## config.mk

```make
export PLATFORM = sky130hd
export DESIGN_NAME = muldiv
export DESIGN_NICKNAME = d
export VERILOG_FILES = /design/src/rtl/muldiv_pkg.sv /design/src/rtl/muldiv_div_core.sv /design/src/rtl/muldiv.sv
export SDC_FILE = /design/constraint.sdc
export NUM_CORES = 2
export LEC_CHECK = 0
export ABC_AREA = 1
export BUFFER_PORTS_ARGS = -buffer_cell sky130_fd_sc_hd__buf_4
export CORE_ASPECT_RATIO = 1.75
export CORE_MARGIN = 5
export CORE_UTILIZATION = 32
export DETAILED_ROUTE_END_ITERATION = 16
export PLACE_DENSITY = 0.55
export SLEW_MARGIN = 20
export SYNTH_ARGS = -nofsm -noshare
export SYNTH_HDL_FRONTEND = slang
export SYNTH_SLANG_ARGS = --single-unit
```

## constraint.sdc

```tcl
create_clock -name clk -period 7.99 [get_ports clk]
set_clock_uncertainty 0.1 [all_clocks]
set_input_delay 1.598 -clock clk [delete_from_list [all_inputs] [get_ports clk]]
set_output_delay 1.598 -clock clk [all_outputs]
set_load 0.02 [all_outputs]
```

## src/rtl/muldiv_pkg.sv

```systemverilog
// muldiv_pkg -- shared definitions for the HI/LO multiply/divide unit.
//   MULDIV_DW : default operand / HI / LO width
//   op_e      : request opcode encodings carried on muldiv.op
//   state_e   : sequencing states of the muldiv control FSM
package muldiv_pkg;

  localparam int unsigned MULDIV_DW = 32;

  typedef enum logic [2:0] {
    OP_MULT  = 3'b000,
    OP_MULTU = 3'b001,
    OP_DIV   = 3'b010,
    OP_DIVU  = 3'b011,
    OP_MTHI  = 3'b100,
    OP_MTLO  = 3'b101
  } op_e;

  typedef enum logic [1:0] {
    S_IDLE,
    S_MUL,
    S_DIV,
    S_FIN
  } state_e;

endpackage

```

## src/rtl/muldiv_div_core.sv

```systemverilog
// div_core -- iterative radix-2 restoring divider, one quotient bit per cycle,
// MSB first, operating on magnitudes with a final sign fix-up.
//   clk, resetn : clock, asynchronous active-low reset
//   start       : load operands (one-cycle strobe)
//   is_signed   : 1 = DIV semantics, 0 = DIVU semantics
//   dividend    : A operand, divisor : B operand
//   ready       : high once all DATA_WIDTH iterations are complete
//   quotient    : sign-corrected quotient (all ones on divide-by-zero)
//   remainder   : sign-corrected remainder (dividend on divide-by-zero)
module div_core
  import muldiv_pkg::*;
#(
  parameter int unsigned DATA_WIDTH = MULDIV_DW
) (
  input  logic                  clk,
  input  logic                  resetn,
  input  logic                  start,
  input  logic                  is_signed,
  input  logic [DATA_WIDTH-1:0] dividend,
  input  logic [DATA_WIDTH-1:0] divisor,
  output logic                  ready,
  output logic [DATA_WIDTH-1:0] quotient,
  output logic [DATA_WIDTH-1:0] remainder
);

  localparam int unsigned CW = $clog2(DATA_WIDTH);
  localparam logic [CW-1:0] LAST = CW'(DATA_WIDTH - 1);

  logic                  neg_a, neg_b;
  logic [DATA_WIDTH-1:0] mag_a, mag_b;
  logic [DATA_WIDTH:0]   trial;

  logic [DATA_WIDTH-1:0] rem_q, quo_q, dvs_q, raw_a_q;
  logic [CW-1:0]         cnt_q;
  logic                  run_q, rdy_q, q_neg_q, r_neg_q, dz_q;

  assign neg_a = is_signed & dividend[DATA_WIDTH-1];
  assign neg_b = is_signed & divisor[DATA_WIDTH-1];
  assign mag_a = neg_a ? -dividend : dividend;
  assign mag_b = neg_b ? -divisor  : divisor;

  // quo_q starts as the dividend magnitude; its MSB is shifted into the
  // partial remainder while quotient bits enter at the LSB.
  assign trial = {rem_q, quo_q[DATA_WIDTH-1]} - {1'b0, dvs_q};

  always_ff @(posedge clk or negedge resetn) begin
    if (!resetn) begin
      rem_q   <= '0;
      quo_q   <= '0;
      dvs_q   <= '0;
      raw_a_q <= '0;
      cnt_q   <= '0;
      run_q   <= 1'b0;
      rdy_q   <= 1'b0;
      q_neg_q <= 1'b0;
      r_neg_q <= 1'b0;
      dz_q    <= 1'b0;
    end else if (start) begin
      rem_q   <= '0;
      quo_q   <= mag_a;
      dvs_q   <= mag_b;
      raw_a_q <= dividend;
      cnt_q   <= '0;
      run_q   <= 1'b1;
      rdy_q   <= 1'b0;
      q_neg_q <= neg_a ^ neg_b;
      r_neg_q <= neg_a;
      dz_q    <= (divisor == '0);
    end else if (run_q) begin
      if (!trial[DATA_WIDTH]) begin
        rem_q <= trial[DATA_WIDTH-1:0];
        quo_q <= {quo_q[DATA_WIDTH-2:0], 1'b1};
      end else begin
        rem_q <= {rem_q[DATA_WIDTH-2:0], quo_q[DATA_WIDTH-1]};
        quo_q <= {quo_q[DATA_WIDTH-2:0], 1'b0};
      end
      cnt_q <= cnt_q + CW'(1);
      if (cnt_q == LAST) begin
        run_q <= 1'b0;
        rdy_q <= 1'b1;
      end
    end
  end

  // Divide-by-zero bypasses the sign fix-up so signed and unsigned agree.
  // Most-negative / -1 needs no special case: negating the 2^(W-1)
  // magnitude wraps back to the most-negative value.
  assign ready     = rdy_q;
  assign quotient  = dz_q ? '1 : (q_neg_q ? -quo_q : quo_q);
  assign remainder = dz_q ? raw_a_q : (r_neg_q ? -rem_q : rem_q);

endmodule

```

## src/rtl/muldiv.sv

```systemverilog
// muldiv -- multi-cycle multiply/divide unit with architectural HI/LO.
//   clk, resetn : clock, asynchronous active-low reset
//   op_valid/op : request strobe and opcode (MULT/MULTU/DIV/DIVU/MTHI/MTLO)
//   A, B        : operands, captured at acceptance
//   busy        : MUL/DIV in flight (MUL, DIV, FIN states)
//   done        : one-cycle pulse while in FIN, HI/LO just updated
//   hi, lo      : HI/LO registers
// Build option: define MULDIV_DIV_EN to include the iterative divider
// (div_core); otherwise DIV/DIVU complete in one cycle leaving HI/LO intact.
module muldiv
  import muldiv_pkg::*;
#(
  parameter int unsigned DATA_WIDTH = MULDIV_DW
) (
  input  logic                  clk,
  input  logic                  resetn,
  input  logic                  op_valid,
  input  logic [2:0]            op,
  input  logic [DATA_WIDTH-1:0] A,
  input  logic [DATA_WIDTH-1:0] B,
  output logic                  busy,
  output logic                  done,
  output logic [DATA_WIDTH-1:0] hi,
  output logic [DATA_WIDTH-1:0] lo
);

  state_e state_q, state_d;

  logic acc_mul, acc_div, acc_mthi, acc_mtlo;

  logic                    mul_signed_q;
  logic [DATA_WIDTH-1:0]   a_q, b_q;
  logic [2*DATA_WIDTH-1:0] a_ext, b_ext, product;

  always_comb begin
    acc_mul  = 1'b0;
    acc_div  = 1'b0;
    acc_mthi = 1'b0;
    acc_mtlo = 1'b0;
    if (op_valid && state_q == S_IDLE) begin
      case (op)
        OP_MULT, OP_MULTU: acc_mul  = 1'b1;
        OP_DIV,  OP_DIVU:  acc_div  = 1'b1;
        OP_MTHI:           acc_mthi = 1'b1;
        OP_MTLO:           acc_mtlo = 1'b1;
        default: ;
      endcase
    end
  end

  // Extending to 2W before multiplying makes the truncated 2W product equal
  // the exact signed (or unsigned) full-width product.
  assign a_ext   = {{DATA_WIDTH{mul_signed_q & a_q[DATA_WIDTH-1]}}, a_q};
  assign b_ext   = {{DATA_WIDTH{mul_signed_q & b_q[DATA_WIDTH-1]}}, b_q};
  assign product = a_ext * b_ext;

`ifdef MULDIV_DIV_EN
  logic                  div_rdy;
  logic [DATA_WIDTH-1:0] div_quo, div_rem;

  div_core #(
    .DATA_WIDTH(DATA_WIDTH)
  ) u_div_core (
    .clk       (clk),
    .resetn    (resetn),
    .start     (acc_div),
    .is_signed (op == OP_DIV),
    .dividend  (A),
    .divisor   (B),
    .ready     (div_rdy),
    .quotient  (div_quo),
    .remainder (div_rem)
  );
`endif

  always_comb begin
    state_d = state_q;
    busy    = (state_q != S_IDLE);
    done    = (state_q == S_FIN);
    case (state_q)
      S_IDLE: begin
        if (acc_mul) begin
          state_d = S_MUL;
        end else if (acc_div) begin
`ifdef MULDIV_DIV_EN
          state_d = S_DIV;
`else
          state_d = S_FIN;
`endif
        end
      end
      S_MUL: state_d = S_FIN;
      S_DIV: begin
`ifdef MULDIV_DIV_EN
        if (div_rdy) state_d = S_FIN;
`else
        state_d = S_IDLE;
`endif
      end
      S_FIN:   state_d = S_IDLE;
      default: state_d = S_IDLE;
    endcase
  end

  always_ff @(posedge clk or negedge resetn) begin
    if (!resetn) begin
      state_q      <= S_IDLE;
      mul_signed_q <= 1'b0;
      a_q          <= '0;
      b_q          <= '0;
      hi           <= '0;
      lo           <= '0;
    end else begin
      state_q <= state_d;
      if (acc_mul) begin
        mul_signed_q <= (op == OP_MULT);
        a_q          <= A;
        b_q          <= B;
      end
      if (acc_mthi) hi <= A;
      if (acc_mtlo) lo <= A;
      if (state_q == S_MUL) begin
        hi <= product[2*DATA_WIDTH-1:DATA_WIDTH];
        lo <= product[DATA_WIDTH-1:0];
      end
`ifdef MULDIV_DIV_EN
      if (state_q == S_DIV && div_rdy) begin
        hi <= div_rem;
        lo <= div_quo;
      end
`endif
    end
  end

endmodule

```

* Word level (Yosys, flattened, before mapping)
Cells that the tools add are included.
W data, S select, Z words.
** Word-level totals
- Register bits :: 131
- Bits of input ports :: 70
- Output and inout port bits :: 66
- Logic and storage cells :: 42
** Cells by class
- $mul :: 1
- Equality and inequality tests :: 9
- Multiplexer cells :: 15
- Bitwise gates (word level) :: 2
- Reductions and logical operators :: 9
** Operators by type and width (count)
- $mux W32 :: 4
- $mul A33 B33 Y64 :: 1
- $mux W1 :: 8
- $eq A3 B2 Y1 const B :: 2
- $eq A3 B3 Y1 const B :: 2
- $pmux W2 S3 :: 1
- $reduce_bool A2 Y1 :: 3
- $reduce_or A2 Y1 :: 3
- $eq A2 B2 Y1 const B :: 2
- $mux W2 :: 2
- $eq A3 B1 Y1 const B :: 1
- $logic_not A3 Y1 :: 1
- $ne A3 B3 Y1 const B :: 1
- $and A1 B1 Y1 :: 2
- $eq A2 B1 Y1 const B :: 1
- $logic_not A2 Y1 :: 1
- $logic_and A1 B1 Y1 :: 1

* Depth between registers and ports, before layout
- Depth in word-level cells :: 7
- Gate-level depth with buffers :: 35
- Depth with buffers taken out :: 33

* Worst setup path after synthesis
No wires, ideal clock.
- Path kind :: flip-flop to flip-flop
- Start :: reg a_q[31]
- End :: reg hi[27]
- Library setup time :: 0.117 ns
- Arrival :: 7.302 ns
- Data required time :: 7.773 ns
- Path slack :: 0.471 ns
- Cell stages (with the launch flop) :: 29
- Path buffers :: 2
- Period minus slack after synthesis :: 7.519 ns
- Cells stage by stage :: dfrtp_1 -> buf_2 -> nand2_1 -> inv_1 -> clkbuf_1 -> nand2_1 -> inv_1 -> fa_1 -> inv_1 -> fa_1 -> inv_1 -> fa_1 -> inv_1 -> fa_1 -> fa_1 -> fa_1 -> fa_1 -> fa_1 -> inv_1 -> ha_1 -> nand2_1 -> nor2_1 -> nand2_1 -> nor4_1 -> nand2_1 -> nand3_1 -> nand2_1 -> nand3_1 -> nand2_1
** On the way
- Cells in the longest elaborated chain, start to end :: 3
** RTL lines
- start, declared :: line muldiv.sv:32 : logic [DATA_WIDTH-1:0] a_q, b_q;
- start signal, assigned :: line muldiv.sv:109 : a_q <= '0;
- start signal, assigned :: line muldiv.sv:117 : a_q <= A;
- $and A1 B1 Y1 :: line muldiv.sv:53 : assign a_ext = {{DATA_WIDTH{mul_signed_q & a_q[DATA_WIDTH-1]}}, a_q};
- $mul A33 B33 Y64 * :: line muldiv.sv:55 : assign product = a_ext * b_ext;
- $mux W32 * :: line muldiv.sv:122 : if (state_q == S_MUL) begin
- end signal, assigned :: line muldiv.sv:123 : hi <= product[2*DATA_WIDTH-1:DATA_WIDTH];
- end, declared :: line muldiv.sv:23 : output logic [DATA_WIDTH-1:0] hi,
Mark *: on every way between the ends. The rest lies on a longest branch, timed or not.
A chain may end at the register's enable or synchronous reset.

* Worst setup path after layout
- Start :: reg mul_signed_q
- End :: reg hi[17]
** On the way
- Cells in the longest elaborated chain, start to end :: 3
- Elaborated cells on any way between the ends :: 4
- Classes of those cells :: mul (1); mux (1); bitwise (2)
** RTL lines
- start, declared :: line muldiv.sv:31 : logic mul_signed_q;
- start signal, assigned :: line muldiv.sv:116 : mul_signed_q <= (op == OP_MULT);
- $and A1 B1 Y1, on equally long branches :: line muldiv.sv:53, muldiv.sv:54
- $mul A33 B33 Y64 * :: line muldiv.sv:55
- $mux W32 * :: line muldiv.sv:122
Marked as above.

==> run_results.csv <==
group,metric,value,unit
die,dieWidth,295,um
synthesis,synth_top_family_by_area,"adder cells",
die,num_rows,183,
run_status,outcome,"finished, final reports clean",
setup_path,ff2ff_path_depth,28,
layout,syn_to_final_growth,12.6,%
global_routing,grt_overflow_total,0,
clock_network,clk_pin_slew,0.08,ns
placed_design,gp_congestion,0.995,
global_routing,grt_pass1_wl,257,mm
global_routing,grt_usage,23.2,%
route,drt-pass1-iter-count,5,
layout,stdcell_area,51200,um^2
timing,worst_pin_slew,1.03,ns
timing,finalMaxSlewViolations,0,
global_routing,grt_max_degree,82,
worst_hold_path,holdPathStages,2,
global_routing,grt_antenna_before_repair,6,
layout,final_common_cell,"inv_1",
setup_path,slowest_delay,0.66,ns
clock_network,htreeDepth,4,
route,wl_per_cell,22.1,um
setup_path,arrival,8.01,ns
clock_network,clock_sinks,131,
layout,layout-drive-gt1-share,9.87,%
setup_path,crit_path_end_kind,"flip-flop",
synthesis,ys_seq_area_share,7.20,%
clock_network,clockBufferDepth,2,
placed_design,port_buffers,135,
timing,fin_crit_sh,96.5,%
die,die_h,509,um
route,drt_iter0_markers,2174,
setup_path,startpoint_type,"flip-flop",
synthesis,synth-xor-area-share,0.0962,%
synthesis,muxShareOfSynthArea,1.06,%
placed_design,dpl.hpwl,146,mm
die,initial_utilization,32.1,%
synthesis,yosys_warnings,0,
die,dieArea,150000,um^2
synthesis,syn_inst,5661,
clock_network,clk_latency,0.51,ns
route,postRouteAntennaNets,0,
route,route.vias.total,37010,
layout,final_cell_mix,"inv_1 (1660), nand2_1 (1526), fa_1 (1124)",
setup_path,cp_slowest_cell,"fa_2",
synthesis,syn_area_per_cell,8.04,um^2
timing,rsz0062_at_grt,"no",
route,drc,0,
layout,layout.nets,7232,
clock_network,cts_tree,"done",
setup_path,crit_type,"reg -> reg",
timing,timing.final.ws_setup,0.277,ns
setup_path,path_depth,28,
clock_network,cts_hold_buf,0,
setup_path,path_delay_family,"adder cells",
synthesis,netlist_area,45500,um^2
timing,setup_viol,0,
die,core-area,142000,um^2
worst_hold_path,min-delay-path-class,"reg -> reg",
placed_design,placed_area,50500,um^2
timing,hold_viol_final,0,
setup_path,crit_fanout,8,
timing,fin_crit,7.71,ns
synthesis,synthAdderAreaFrac,55.3,%
run,maxCapViolCount,0,
die,ioPinCount,136,
synthesis,synth_compound_area_share,3.47,%
global_routing,grt_pass1_vias,41641,
timing,maxSlewHeadroom,31.1,%
timing,fin_hold_ws,0.402,ns
route,finalWirelength,170,mm
timing,max_freq,130,MHz
setup_path,critPathRequiredTime,8.29,ns
placed_design,dp_slack,0.00328,ns
setup_path,worstPathBufferInverterCount,8,
synthesis,yosys.area_share.simple,16.6,%
synthesis,synth-seq-cells,131,
route,routed_via_density,4.81,
synthesis,ys_types,39,
clock_network,clock-root-buffer,"clkbuf_16",
synthesis,synth_nets,7068,
clock_network,numCtsBuffers,17,
setup_path,crit_top_cell,"fa_1",
==> synth_stat cells <==
master	n	share of area (%)
buf_6	1	0.025
and2_1	1	0.014
or2_2	9	0.12
xor2_1	3	0.058
o21bai_1	26	0.43
nor2_1	193	1.6
fa_1	1125	49
nor3_1	10	0.11
nand3_1	109	1.2
clkbuf_1	271	2.2
mux2_2	43	1.1
o21ai_1	4	0.044
nor2_2	11	0.15
nor4_4	1	0.047
dfrtp_1	131	7.2
inv_2	2	0.017
a21oi_2	3	0.058
o21ai_0	89	0.98
nor2_4	2	0.049
nand4_1	15	0.21
o21ai_2	2	0.039
xnor2_1	2	0.039
o21a_1	2	0.033
nand4_4	1	0.047
nand2_2	4	0.055
ha_1	212	5.8
nand2_1	1526	13
o21bai_2	2	0.049
buf_2	17	0.19
a21o_1	4	0.066
inv_1	1664	14
buf_1	6	0.049
o31ai_1	2	0.033
a31oi_1	8	0.11
nand3b_1	15	0.25
nand3_2	7	0.15
o211ai_1	23	0.38
a21oi_1	114	1.3
nor4_1	1	0.014
==> tightest hold or removal path: cells and delay by family, from the launching register on <==
| family | cells | cell delay [ns] |
|---|---|---|
| AO/OA/AOI/OAI | 1 | 0.07 |
| flip-flops | 1 | 0.34 |
| AND/OR/NAND/NOR | 1 | 0.05 |
==> per-layer routing <==
metal  vias to the layer above  share of wire [%]  GRT usage [%]
li1                      16178                  -              -
met1                     19113                 33           23.5
met2                      1233                 55           44.7
met3                       484                3.7           2.15
met4                         2                8.3           14.7
met5                         -             0.0077              0
==> final timing paths <==
check / start / endpoint / slack (ns)
worst min-delay path: lo[9] / lo[9] / 0.40
worst min register to register: lo[9] / lo[9] / 0.40
max in group asynchronous: resetn / b_q[13] / 5.15
worst max-delay path: mul_signed_q / hi[17] / 0.28
worst max register to register: mul_signed_q / hi[17] / 0.28
min in group asynchronous: resetn / hi[19] / 1.09
==> state kept, by name (all words and copies together), names as in the netlist <==
name / count
hi: 32
state_q: 2
a_q: 32
mul_signed_q: 1
b_q: 32
lo: 32
==> metrics by stage <==
stage	setup TNS, ns	cells	utilization, %
6_report	0	7692	36.1
4_1_cts	0	7685	36.1
5_1_grt	0	7688	36.1
3_3_place_gp	-0.0245	7653	35.7
3_5_place_dp	0	7653	35.7
2_1_floorplan	0	5661	-
==> cell type report <==
class / count / area [um^2]
Fill cell: 14770 / 90500
Multi-Input combinational cell: 3569 / 34900
Inverter: 1666 / 6270
Timing Repair Buffer: 440 / 3890
Sequential cell: 131 / 3290
Tap cell: 1850 / 2310
Clock buffer: 18 / 439
Clock inverter: 14 / 161
Antenna cell: 4 / 10.0
==> timing repair <==
item	in CTS	in global routing
resized for setup	1	16
gates cloned	0	0
setup buffers	0	3
setup endpoints to repair	2	26
==> logic make-up after synthesis <==
logic type	Yosys count
flops	131
mux	43
compound gates	279
buf+inv	1961
fa+ha+maj	1337
xor+xnor	5
simple gates	1905
Power is left out: the tool's default activity adds up to more than one toggle a clock period on the data nets, which glitch-free logic cannot reach.
